## src/rtl/result_packer.sv

```systemverilog
// result_packer: packs DATA_W-bit ALU results into WORD_W-bit memory words
// (LANES = WORD_W/DATA_W slots, lane 0 in the LSBs) and queues finished or
// flushed words in a DEPTH-entry first-word-fall-through FIFO.
// Optional: define RESULT_PACKER_STATS_EN to add pop / partial-push counters.

// One assembly slot: holds a result and its valid bit, and exposes the value
// the slot will hold after this cycle's write so a same-cycle push sees it.
module result_packer_lane #(
    parameter int DATA_W = 32
) (
    input  logic              clk_i,
    input  logic              rst_ni,
    input  logic              wr_i,
    input  logic              clr_i,
    input  logic [DATA_W-1:0] din_i,
    output logic [DATA_W-1:0] data_nxt_o,
    output logic              vld_nxt_o
);
    logic [DATA_W-1:0] data_q;
    logic              vld_q;

    assign data_nxt_o = wr_i ? din_i : data_q;
    assign vld_nxt_o  = wr_i | vld_q;

    // Slot storage; clear wins because a push already carries the write.
    always_ff @(posedge clk_i) begin
        if (!rst_ni) begin
            data_q <= '0;
            vld_q  <= 1'b0;
        end else if (clr_i) begin
            data_q <= '0;
            vld_q  <= 1'b0;
        end else if (wr_i) begin
            data_q <= din_i;
            vld_q  <= 1'b1;
        end
    end
endmodule

module result_packer #(
    parameter int DATA_W = 32,
    parameter int WORD_W = 64,
    parameter int DEPTH  = 4
) (
    input  logic                             clk_i,
    input  logic                             rst_ni,
    input  logic [DATA_W-1:0]                result_i,
    input  logic                             result_valid_i,
    output logic                             result_ready_o,
    input  logic                             flush_i,
    output logic [WORD_W-1:0]                word_o,
    output logic [WORD_W/DATA_W-1:0]         word_mask_o,
    output logic                             word_valid_o,
    input  logic                             word_ready_i,
    output logic [$clog2(DEPTH+1)-1:0]       fifo_count_o
`ifdef RESULT_PACKER_STATS_EN
    ,
    output logic [31:0]                      words_out_o,
    output logic [31:0]                      partial_out_o
`endif
);
    localparam int LANES  = WORD_W / DATA_W;
    localparam int LIDX_W = $clog2(LANES);
    localparam int CNT_W  = $clog2(DEPTH + 1);
    localparam int PTR_W  = (DEPTH > 1) ? $clog2(DEPTH) : 1;

    typedef enum logic {FILL = 1'b0, FLUSH_WAIT = 1'b1} state_t;

    state_t                          state_q;
    logic [LIDX_W-1:0]               lane_idx_q;
    logic [CNT_W-1:0]                count_q;
    logic [PTR_W-1:0]                wr_ptr_q, rd_ptr_q;
    logic [WORD_W-1:0]               mem_word [DEPTH];
    logic [LANES-1:0]                mem_mask [DEPTH];

    logic [LANES-1:0][DATA_W-1:0]    nxt_data;
    logic [LANES-1:0]                nxt_mask;
    logic [LANES-1:0]                lane_wr;
    logic                            fifo_full, last_lane, accept, flush_hit;
    logic                            push, pop, go_wait;

    assign fifo_full      = (count_q == CNT_W'(DEPTH));
    assign last_lane      = (lane_idx_q == LIDX_W'(LANES - 1));
    // Depends only on registered state, never on word_ready_i.
    assign result_ready_o = rst_ni & (state_q == FILL) & ~(fifo_full & last_lane);
    assign accept         = result_valid_i & result_ready_o;
    assign flush_hit      = flush_i & ((lane_idx_q != '0) | accept);
    // A completing accept can only happen when the FIFO has room.
    assign push    = (state_q == FILL) ? ((accept & last_lane) | (flush_hit & ~fifo_full))
                                       : ~fifo_full;
    assign go_wait = (state_q == FILL) & flush_hit & fifo_full;
    assign pop     = (count_q != '0) & word_ready_i;

    for (genvar k = 0; k < LANES; k++) begin : g_lane
        assign lane_wr[k] = accept & (lane_idx_q == LIDX_W'(k));
        result_packer_lane #(.DATA_W(DATA_W)) u_lane (
            .clk_i      (clk_i),
            .rst_ni     (rst_ni),
            .wr_i       (lane_wr[k]),
            .clr_i      (push),
            .din_i      (result_i),
            .data_nxt_o (nxt_data[k]),
            .vld_nxt_o  (nxt_mask[k])
        );
    end

    // Packing FSM: lane index and flush-wait tracking.
    always_ff @(posedge clk_i) begin
        if (!rst_ni) begin
            state_q    <= FILL;
            lane_idx_q <= '0;
        end else begin
            if (push)
                lane_idx_q <= '0;
            else if (accept)
                lane_idx_q <= lane_idx_q + LIDX_W'(1);
            case (state_q)
                FILL:       if (go_wait) state_q <= FLUSH_WAIT;
                FLUSH_WAIT: if (push)    state_q <= FILL;
                default:    state_q <= FILL;
            endcase
        end
    end

    // FIFO storage; entries need no reset since empty reads are forced to 0.
    always_ff @(posedge clk_i) begin
        if (push) begin
            mem_word[wr_ptr_q] <= WORD_W'(nxt_data);
            mem_mask[wr_ptr_q] <= nxt_mask;
        end
    end

    // FIFO pointers and occupancy.
    always_ff @(posedge clk_i) begin
        if (!rst_ni) begin
            wr_ptr_q <= '0;
            rd_ptr_q <= '0;
            count_q  <= '0;
        end else begin
            if (push)
                wr_ptr_q <= (wr_ptr_q == PTR_W'(DEPTH - 1)) ? '0 : wr_ptr_q + PTR_W'(1);
            if (pop)
                rd_ptr_q <= (rd_ptr_q == PTR_W'(DEPTH - 1)) ? '0 : rd_ptr_q + PTR_W'(1);
            case ({push, pop})
                2'b10:   count_q <= count_q + CNT_W'(1);
                2'b01:   count_q <= count_q - CNT_W'(1);
                default: count_q <= count_q;
            endcase
        end
    end

    assign word_valid_o = (count_q != '0);
    assign word_o       = word_valid_o ? mem_word[rd_ptr_q] : '0;
    assign word_mask_o  = word_valid_o ? mem_mask[rd_ptr_q] : '0;
    assign fifo_count_o = count_q;

`ifdef RESULT_PACKER_STATS_EN
    // Wrapping statistics: words consumed and words pushed with empty lanes.
    always_ff @(posedge clk_i) begin
        if (!rst_ni) begin
            words_out_o   <= '0;
            partial_out_o <= '0;
        end else begin
            if (pop)
                words_out_o <= words_out_o + 32'd1;
            if (push && !(&nxt_mask))
                partial_out_o <= partial_out_o + 32'd1;
        end
    end
`endif
endmodule

```

## config.mk

```make
export PLATFORM = sky130hd
export DESIGN_NAME = result_packer
export DESIGN_NICKNAME = d
export VERILOG_FILES = /design/src/rtl/result_packer.sv
export SDC_FILE = /design/constraint.sdc
export NUM_CORES = 1
export LEC_CHECK = 0
export CORE_MARGIN = 2
export CORE_UTILIZATION = 48
export DETAILED_ROUTE_END_ITERATION = 12
export PLACE_DENSITY = 0.77
export SLEW_MARGIN = 10
export SYNTH_ARGS = -nofsm -noshare
export SYNTH_HDL_FRONTEND = slang
export SYNTH_SLANG_ARGS = --single-unit
```

## constraint.sdc

```tcl
create_clock -name clk_i -period 4.6 [get_ports clk_i]
set_input_delay 0.92 -clock clk_i [delete_from_list [all_inputs] [get_ports clk_i]]
set_output_delay 0.92 -clock clk_i [all_outputs]
set_load 0.05 [all_outputs]
```

-- Yosys cells after proc, flatten, opt, wreduce, memory -nomap -nowiden
Memories as Yosys holds them, arrays and structs flattened. A register that Yosys moved wholly into a read port is not among the register bits.
Index checks and enable logic that the tools add are counted.
- mux-type cells: 17
- equal/unequal tests: 5
- bitwise gates (word level): 20
- add/subtract/negate cells: 5
- reductions and logical operators: 3
- operators by type and width (operator ; count):
    $mux 32 ; 2
    $mux 64 ; 1
    $mux 2 ; 7
    $and 1x1->1 ; 11
    $eq 2x2->1 const B ; 3
    $pmux 3 s2 ; 1
    $mux 1 ; 5
    $not 1->1 ; 5
    $add 2x1->2 const B ; 2
    $or 1x1->1 ; 4
    $add 3x1->3 const B ; 1
    $eq 3x3->1 const B ; 1
    $reduce_bool 3->1 ; 1
    $sub 3x1->3 const B ; 1
    $eq 2x1->1 const B ; 1
    $pmux 1 s2 ; 1
    $reduce_bool 2->1 ; 1
    $reduce_or 2->1 ; 1
    $add 1x1->1 const B ; 1
- RAM bits: 264
- flip-flop bits (word level): 75
- memories kept: 2
- word-level logic and storage cells: 61
- output and inout bits: 71
- memory list (name ; words ; width ; rd ports ; clocked after Yosys merged registers in ; wr ports ; RTL line ; text):
    mem_word ; 4 ; 64 ; 1 ; 1 ; 1 ; 73 ; logic [WORD_W-1:0] mem_word [DEPTH];
    mem_mask ; 4 ; 2 ; 1 ; 1 ; 1 ; 74 ; logic [LANES-1:0] mem_mask [DEPTH];

-- Depth between registers and ports, before layout
Gate-level depths: netlist of run 1.
- depth in word-level cells: 12
- gate-level depth with buffers: 10

-- Modules after synthesis
A second synthesis of run 1 with hierarchy kept.
- cells, all modules: 702
- area, all modules: 13387.8 um^2
- modules (own cells, without submodules) (module ; area an instance (um^2) ; instances ; sequential area each (um^2) ; cells each):
    result_packer ; 10577.6 ; 1 ; 8147.8 ; 488
    result_packer_lane ; 1405.1 ; 2 ; 660.6 ; 107

-- Least setup slack after synthesis of run 1
No wires, ideal clock.
- path type: input to register
- start point: input port rst_ni
- end point: memory mem_mask[1][0] in the netlist's numbering (enable)
- stages: 3
- slack: 1235 ps
- path buffers: 0
- data arrival time: 2933 ps
- cell sequence: a211oi_1 > nor3_2 > and2_1
- cells in the longest elaborated chain, start to end: 10
- ends and longest elaborated chain (what ; RTL line ; text):
    start: declaration ; 46 ; input logic rst_ni,
    $and 1x1->1 * (2 in a row) ; 85 ; assign result_ready_o = rst_ni & (state_q == FILL) & ~(fifo_full & last_lane);
    $and 1x1->1 * ; 86 ; assign accept = result_valid_i & result_ready_o;
    $or 1x1->1 ; 87 ; assign flush_hit = flush_i & ((lane_idx_q != '0) | accept);
    $and 1x1->1 ; 87 ;
    $and 1x1->1 ; 89 ; assign push = (state_q == FILL) ? ((accept & last_lane) | (flush_hit & ~fifo_full))
    $or 1x1->1 * ; 89 ;
    $mux 1 * ; 89 ;
    $mux 1 * ; 127 ; if (push) begin
    $mux 1 (not written as such) * ; 129 ; mem_mask[wr_ptr_q] <= nxt_mask;
    end: declaration ; 74 ;
Every way passes the cells marked *; elsewhere a longest branch is shown, timed or not.

==> qor.yml, run 1 <==
status: "finished, final reports clean"
vias: 6537
required_ps: 3680
clk_pin_slew_ps: 60
port_buffers: 107
dr.pass1.iters: 4
first_iter_violations: 425
pin_count: 108
path_cells: "buf_12 -> mux4_2 -> and2_1 -> clkdlybuf4s50_1"
cap_violations: 0
synth_fp_nets: 778
synth_flop_cell: "edfxtp_1"
crit_type: "reg -> out"
synth-edff-count: 264
clk_latency_ps: 500
max_freq_mhz: 255
min_path_type: "reg -> reg"
powerDensity_nw_per_um2: 563
antenna_left: 0
avgRoutedWirePerCell_um: 19.8
rsz0062_at_grt: "no"
syn_area_um2: 13300
placed_area_um2: 14900
cts_tree: "built"
grt_pass1_wl_um: 38600
synth-seq-cells: 341
num_rows: 60
drcViolationCount: 0
post_cts_buffers: 0
syn2layout_area_growth_pct: 19.8
dp_hpwl_um: 14600
period_share: 0.852
root_buffer: "clkbuf_16"
routed_wl_um: 24700
end_kind: "output pin"
arrival_ps: 3000
max_slew.worst_pin.slew_ps: 968
slew_viol_final: 0
slowest_delay_ps: 710
die-area_um2: 29100
globalRouteTotalUtil: 0.176
layout-drive-gt1-share: 0.200
finalSetupViolCount: 0
avgSynthCellArea_um2: 18.1
overflow: 0
final.setup.tns_ps: 0
die_h_um: 171
async_flop_share: 0
h-tree-depth: 2
clock-sinks: 341
seq_area_frac_synth: 0.711
critPathSlowestCell: "dfxtp_4"
grt_max_degree: 43
fillers: 1995
cp-start-kind: "flip-flop"
slew_headroom: 0.352
critical-path-top-delay-family: "buffers and inverters"
fin_skew_ps: 15.8
p_leak_nw: 5.68
netlist_instances: 734
crit_fanout: 27
n_antenna_cell: 0
clock_path_buffers: 3
peakVddDrop_uv: 846
viasPerCell: 5.22
initial_utilization: 0.491
final_cell_area_um2: 16000
hold_slack_ps: 466
numCtsBuffers: 34
cts_resized: 0
hold_viol: 0
die_w_um: 171
core-area_um2: 27100
gp_congestion: 0.714
grt_pass1_vias: 6893
ys_types: 35
finalCriticalPeriod_ps: 3920
yosysWarnings: 0
final_cell_mix: "edfxtp_1, clkdlybuf4s50_1, dfxtp_1, and2_1, mux4_2"
antenna_found_initial: 0
crit_buf_inv: 2
nets: 899
layout_commonest_cell: "edfxtp_1"
worst-r2r-setup-slack_ps: 2170
cts_hold_buf: 0
synthesized netlist by cell type, types with 3 or more instances:
cell	instances	area share
buf_6	10	0.0085
mux2_4	29	0.033
o21ai_0	3	0.0011
ha_1	6	0.0056
nand2_1	7	0.0020
or3_1	3	0.0014
mux2_2	3	0.0025
buf_2	12	0.0045
inv_1	41	0.012
mux2i_1	35	0.026
buf_4	3	0.0017
clkbuf_1	12	0.0034
edfxtp_1	264	0.60
mux4_2	66	0.11
nor2b_1	35	0.016
nor2_1	36	0.010
dfxtp_1	77	0.12
and2_1	72	0.034
area by class of cell:
type / count / area [µm²] / share of cell area
Multi-Input combinational cell: 315 / 3480 / 0.218
Clock inverter: 16 / 131 / 0.00824
Clock buffer: 45 / 953 / 0.0598
Inverter: 41 / 154 / 0.00965
Sequential cell: 341 / 9480 / 0.594
Tap cell: 372 / 465 / 0.0292
Timing Repair Buffer: 122 / 1300 / 0.0813
metrics by stage:
stage | cells | total power [W] | worst slack (ps) | utilization
finish | 1252 | 0.00897 | 679 | 0.589
global route | 1252 | 0.00933 | 538 | 0.589
CTS | 1252 | 0.00909 | 597 | 0.589
detailed placement | 1191 | 0.00643 | 985 | 0.549
global placement | 1191 | 0.00639 | 967 | 0.549
floorplan | 734 | 0.00551 | 1240 | -
where the power goes:
group | internal (W) | switching [W]
registers | 0.00343 | 0.0000983
clock network | 0.00157 | 0.00109
logic | 0.00105 | 0.00174
total | 0.00605 | 0.00293
final timing paths:
check,depth (start not counted),endpoint,startpoint
worst min-delay path,1,g_lane[1].u_lane.data_q[9]$_SDFF_PP0_,g_lane[1].u_lane.data_q[9]$_SDFF_PP0_
worst max register to register,4,mem_word[0][43]$_DFFE_PP_,fifo_count_o[2]$_SDFFE_PN0P_
worst max-delay path,4,word_o[12],flip-flop
worst min register to register,1,g_lane[1].u_lane.data_q[9]$_SDFF_PP0_,g_lane[1].u_lane.data_q[9]$_SDFF_PP0_
cell families (layout without fill, tap and decap cells):
logic type / Yosys count / after routing / synth area share
and+or+nand+nor: 160 / 160 / 0.0700
xor gates and xnor gates: 2 / 2 / 0.00132
DFF: 341 / 341 / 0.711
adders and majority gates: 8 / 8 / 0.00799
AOI/OAI and AO/OA: 12 / 12 / 0.00686
buffers and inverters: 78 / 224 / 0.0296
muxes: 133 / 133 / 0.173
registers in the layout, summed over array words and instances, names as in the netlist, named ones only:
name / cells
g_lane.u_lane.vld_q: 2
rd_ptr_q: 2
g_lane.u_lane.data_q: 64
state_q: 1
mem_mask: 8
fifo_count_o: 3
wr_ptr_q: 2
mem_word: 256
lane_idx_q: 1
routing by layer:
metal	GRT usage	vias to the layer above	part of all wire
met5	0	-	0
met4	0.0487	0	0.020
met3	0.0275	43	0.045
met2	0.302	155	0.50
met1	0.235	3364	0.43
li1	-	2975	-
Note: power is estimated with default switching activity, not from simulation.
==> run 2, diff against run 1 <==
CORE_ASPECT_RATIO = 0.75   (was default)
HOLD_SLACK_MARGIN = 0.08   (was default)
==> run 2 against run 1 <==
Compared with the run above:
- maximum frequency decreased by 3.7%
- worst setup slack got worse by 150 ps
- global-route usage shrank 0.17 points
- sequential power barely moved
==> qor.yml, run 2 (synthesis gave the netlist of run 1 again) <==
r2r_end: "fifo_count_o[2]$_SDFFE_PN0P_"
die-area_um2: 29100
grtUsageMet1: 0.245
numCtsBuffers: 31
cts_hold_buf: 0
clk_pin_slew_ps: 60
rr_worst_depth: 9
status: "finished, final reports clean"
cp-endpoint: "word_o[0]"
power_frac_clock: 0.295
grtUsageMet2: 0.296
reg.largest.list: "mem_word: 256 flops, g_lane.u_lane.data_q: 64 flops, mem_mask: 8 flops"
clk_latency_ps: 550
cts_resized: 0
finalCriticalPeriod_ps: 4070
p_switching_w: 0.00293
arrival_ps: 3150
swShare: 0.329
critical-path-top-delay-family: "buffers and inverters"
slew_headroom: 0.435
min_path_type: "reg -> reg"
finalSetupViolCount: 0
regMostFlops: "mem_word"
required_ps: 3680
internal_power_w: 0.00598
top_usage_layer: "met2"
p_seq_frac: 0.395
globalRouteTotalUtil: 0.174
critPathSlowestCell: "dfxtp_4"
cp-start-kind: "flip-flop"
power_frac_comb: 0.310
num_rows: 52
viasPerCell: 5.26
antenna_left: 0
crit_fanout: 25
cts_tree: "built"
clock_path_buffers: 3
post_cts_buffers: 0
fillers: 2007
rsz0062_at_grt: "no"
end_kind: "output pin"
die_h_um: 148
cap_violations: 0
avgRoutedWirePerCell_um: 20.3
crit_buf_inv: 2
layout-drive-gt1-share: 0.202
final-instance-count-excl-fill: 1227
first_iter_violations: 462
antenna_found_initial: 1
period_share: 0.885
vias: 6456
pin_count: 108
dpl.cell_count: 1168
grt_pass1_wl_um: 38800
slowest_delay_ps: 690
fin_skew_ps: 14.7
initial_utilization: 0.491
core-area_um2: 27100
final_cell_area_um2: 15900
slew_viol_final: 0
powerDensity_nw_per_um2: 562
drcViolationCount: 0
syn2layout_area_growth_pct: 19.2
max_slew.worst_pin.slew_ps: 847
p_leak_nw: 5.65
final_cell_mix: "edfxtp_1, clkdlybuf4s50_1, dfxtp_1, and2_1, mux4_2"
cp_num_cells: 4
dr.pass1.iters: 4
hold_slack_ps: 463
crit_type: "reg -> out"
layout_commonest_cell: "edfxtp_1"
grt_pass1_vias: 6863
dp_hpwl_um: 15000
root_buffer: "clkbuf_16"
final.setup.tns_ps: 0
largest_reg_flops: 256
worst-r2r-setup-slack_ps: 2130
routed_wl_um: 24900
gp_congestion: 0.692
grt_max_degree: 68
r2r-start: "fifo_count_o[2]$_SDFFE_PN0P_"
placed_area_um2: 14800
max_freq_mhz: 246
peakVddDrop_uv: 408
clock-sinks: 341
nets: 894
hold_viol: 0
die_w_um: 196
grt_use_met3: 0.0259
port_buffers: 107
overflow: 0
path_cells: "buf_4 -> mux4_2 -> and2_1 -> clkdlybuf4s50_1"
h-tree-depth: 1
==> run 2: cell types whose count changed in the layout (fill, tap and decap cells not counted), sizes merged <==
cell,delta
inv,+1
buf,-2
bufinv,+3
clkinvlp,+1
clkinv,+4
diode,+1
clkbuf,-12
==> run 2: worst min-delay path by stage <==
stage	startpoint	endpoint	slack [ps]	cells after the start
floorplan	g_lane[1].u_lane.vld_q$_SDFFE_PP0P_	g_lane[1].u_lane.vld_q$_SDFFE_PP0P_	430	1
global placement	g_lane[1].u_lane.vld_q$_SDFFE_PP0P_	g_lane[1].u_lane.vld_q$_SDFFE_PP0P_	450	1
detailed placement	g_lane[1].u_lane.vld_q$_SDFFE_PP0P_	g_lane[1].u_lane.vld_q$_SDFFE_PP0P_	460	1
CTS	g_lane[1].u_lane.vld_q$_SDFFE_PP0P_	g_lane[1].u_lane.vld_q$_SDFFE_PP0P_	470	1
global route	g_lane[1].u_lane.data_q[5]$_SDFF_PP0_	g_lane[1].u_lane.data_q[5]$_SDFF_PP0_	480	1
finish	g_lane[1].u_lane.vld_q$_SDFFE_PP0P_	g_lane[1].u_lane.vld_q$_SDFFE_PP0P_	460	1
==> run 2: routing by layer <==
metal	part of all wire	vias up
met5	0	-
met3	0.047	29
met1	0.45	3302
met2	0.48	154
met4	0.014	0
li1	-	2971
==> run 2: final cells by class <==
cell class / instances / area, µm² / area share
Sequential cell: 341 / 9480 / 0.597
Multi-Input combinational cell: 315 / 3480 / 0.219
Timing Repair Buffer: 120 / 1260 / 0.0792
Clock buffer: 33 / 793 / 0.0500
Tap cell: 351 / 439 / 0.0277
Clock inverter: 25 / 270 / 0.0170
Inverter: 41 / 154 / 0.00970
Antenna cell: 1 / 2.50 / 0.000158
==> run 2: through the flow <==
stage | util | setup WS [ps] | total power, W
final | 0.585 | 530 | 0.00892
after global routing | 0.585 | 363 | 0.00925
after CTS | 0.585 | 471 | 0.00900
after detailed placement | 0.546 | 779 | 0.00639
after global placement | 0.546 | 788 | 0.00637
after floorplan | - | 1240 | 0.00551
==> run 2: power groups by stage <==
stage,logic [W],registers [W],clock network (W)
detailed placement,0.00279,0.00359,0
floorplan,0.00195,0.00355,0
global route,0.00292,0.00354,0.00280
global placement,0.00278,0.00359,0
CTS,0.00280,0.00353,0.00267
finish,0.00276,0.00352,0.00263
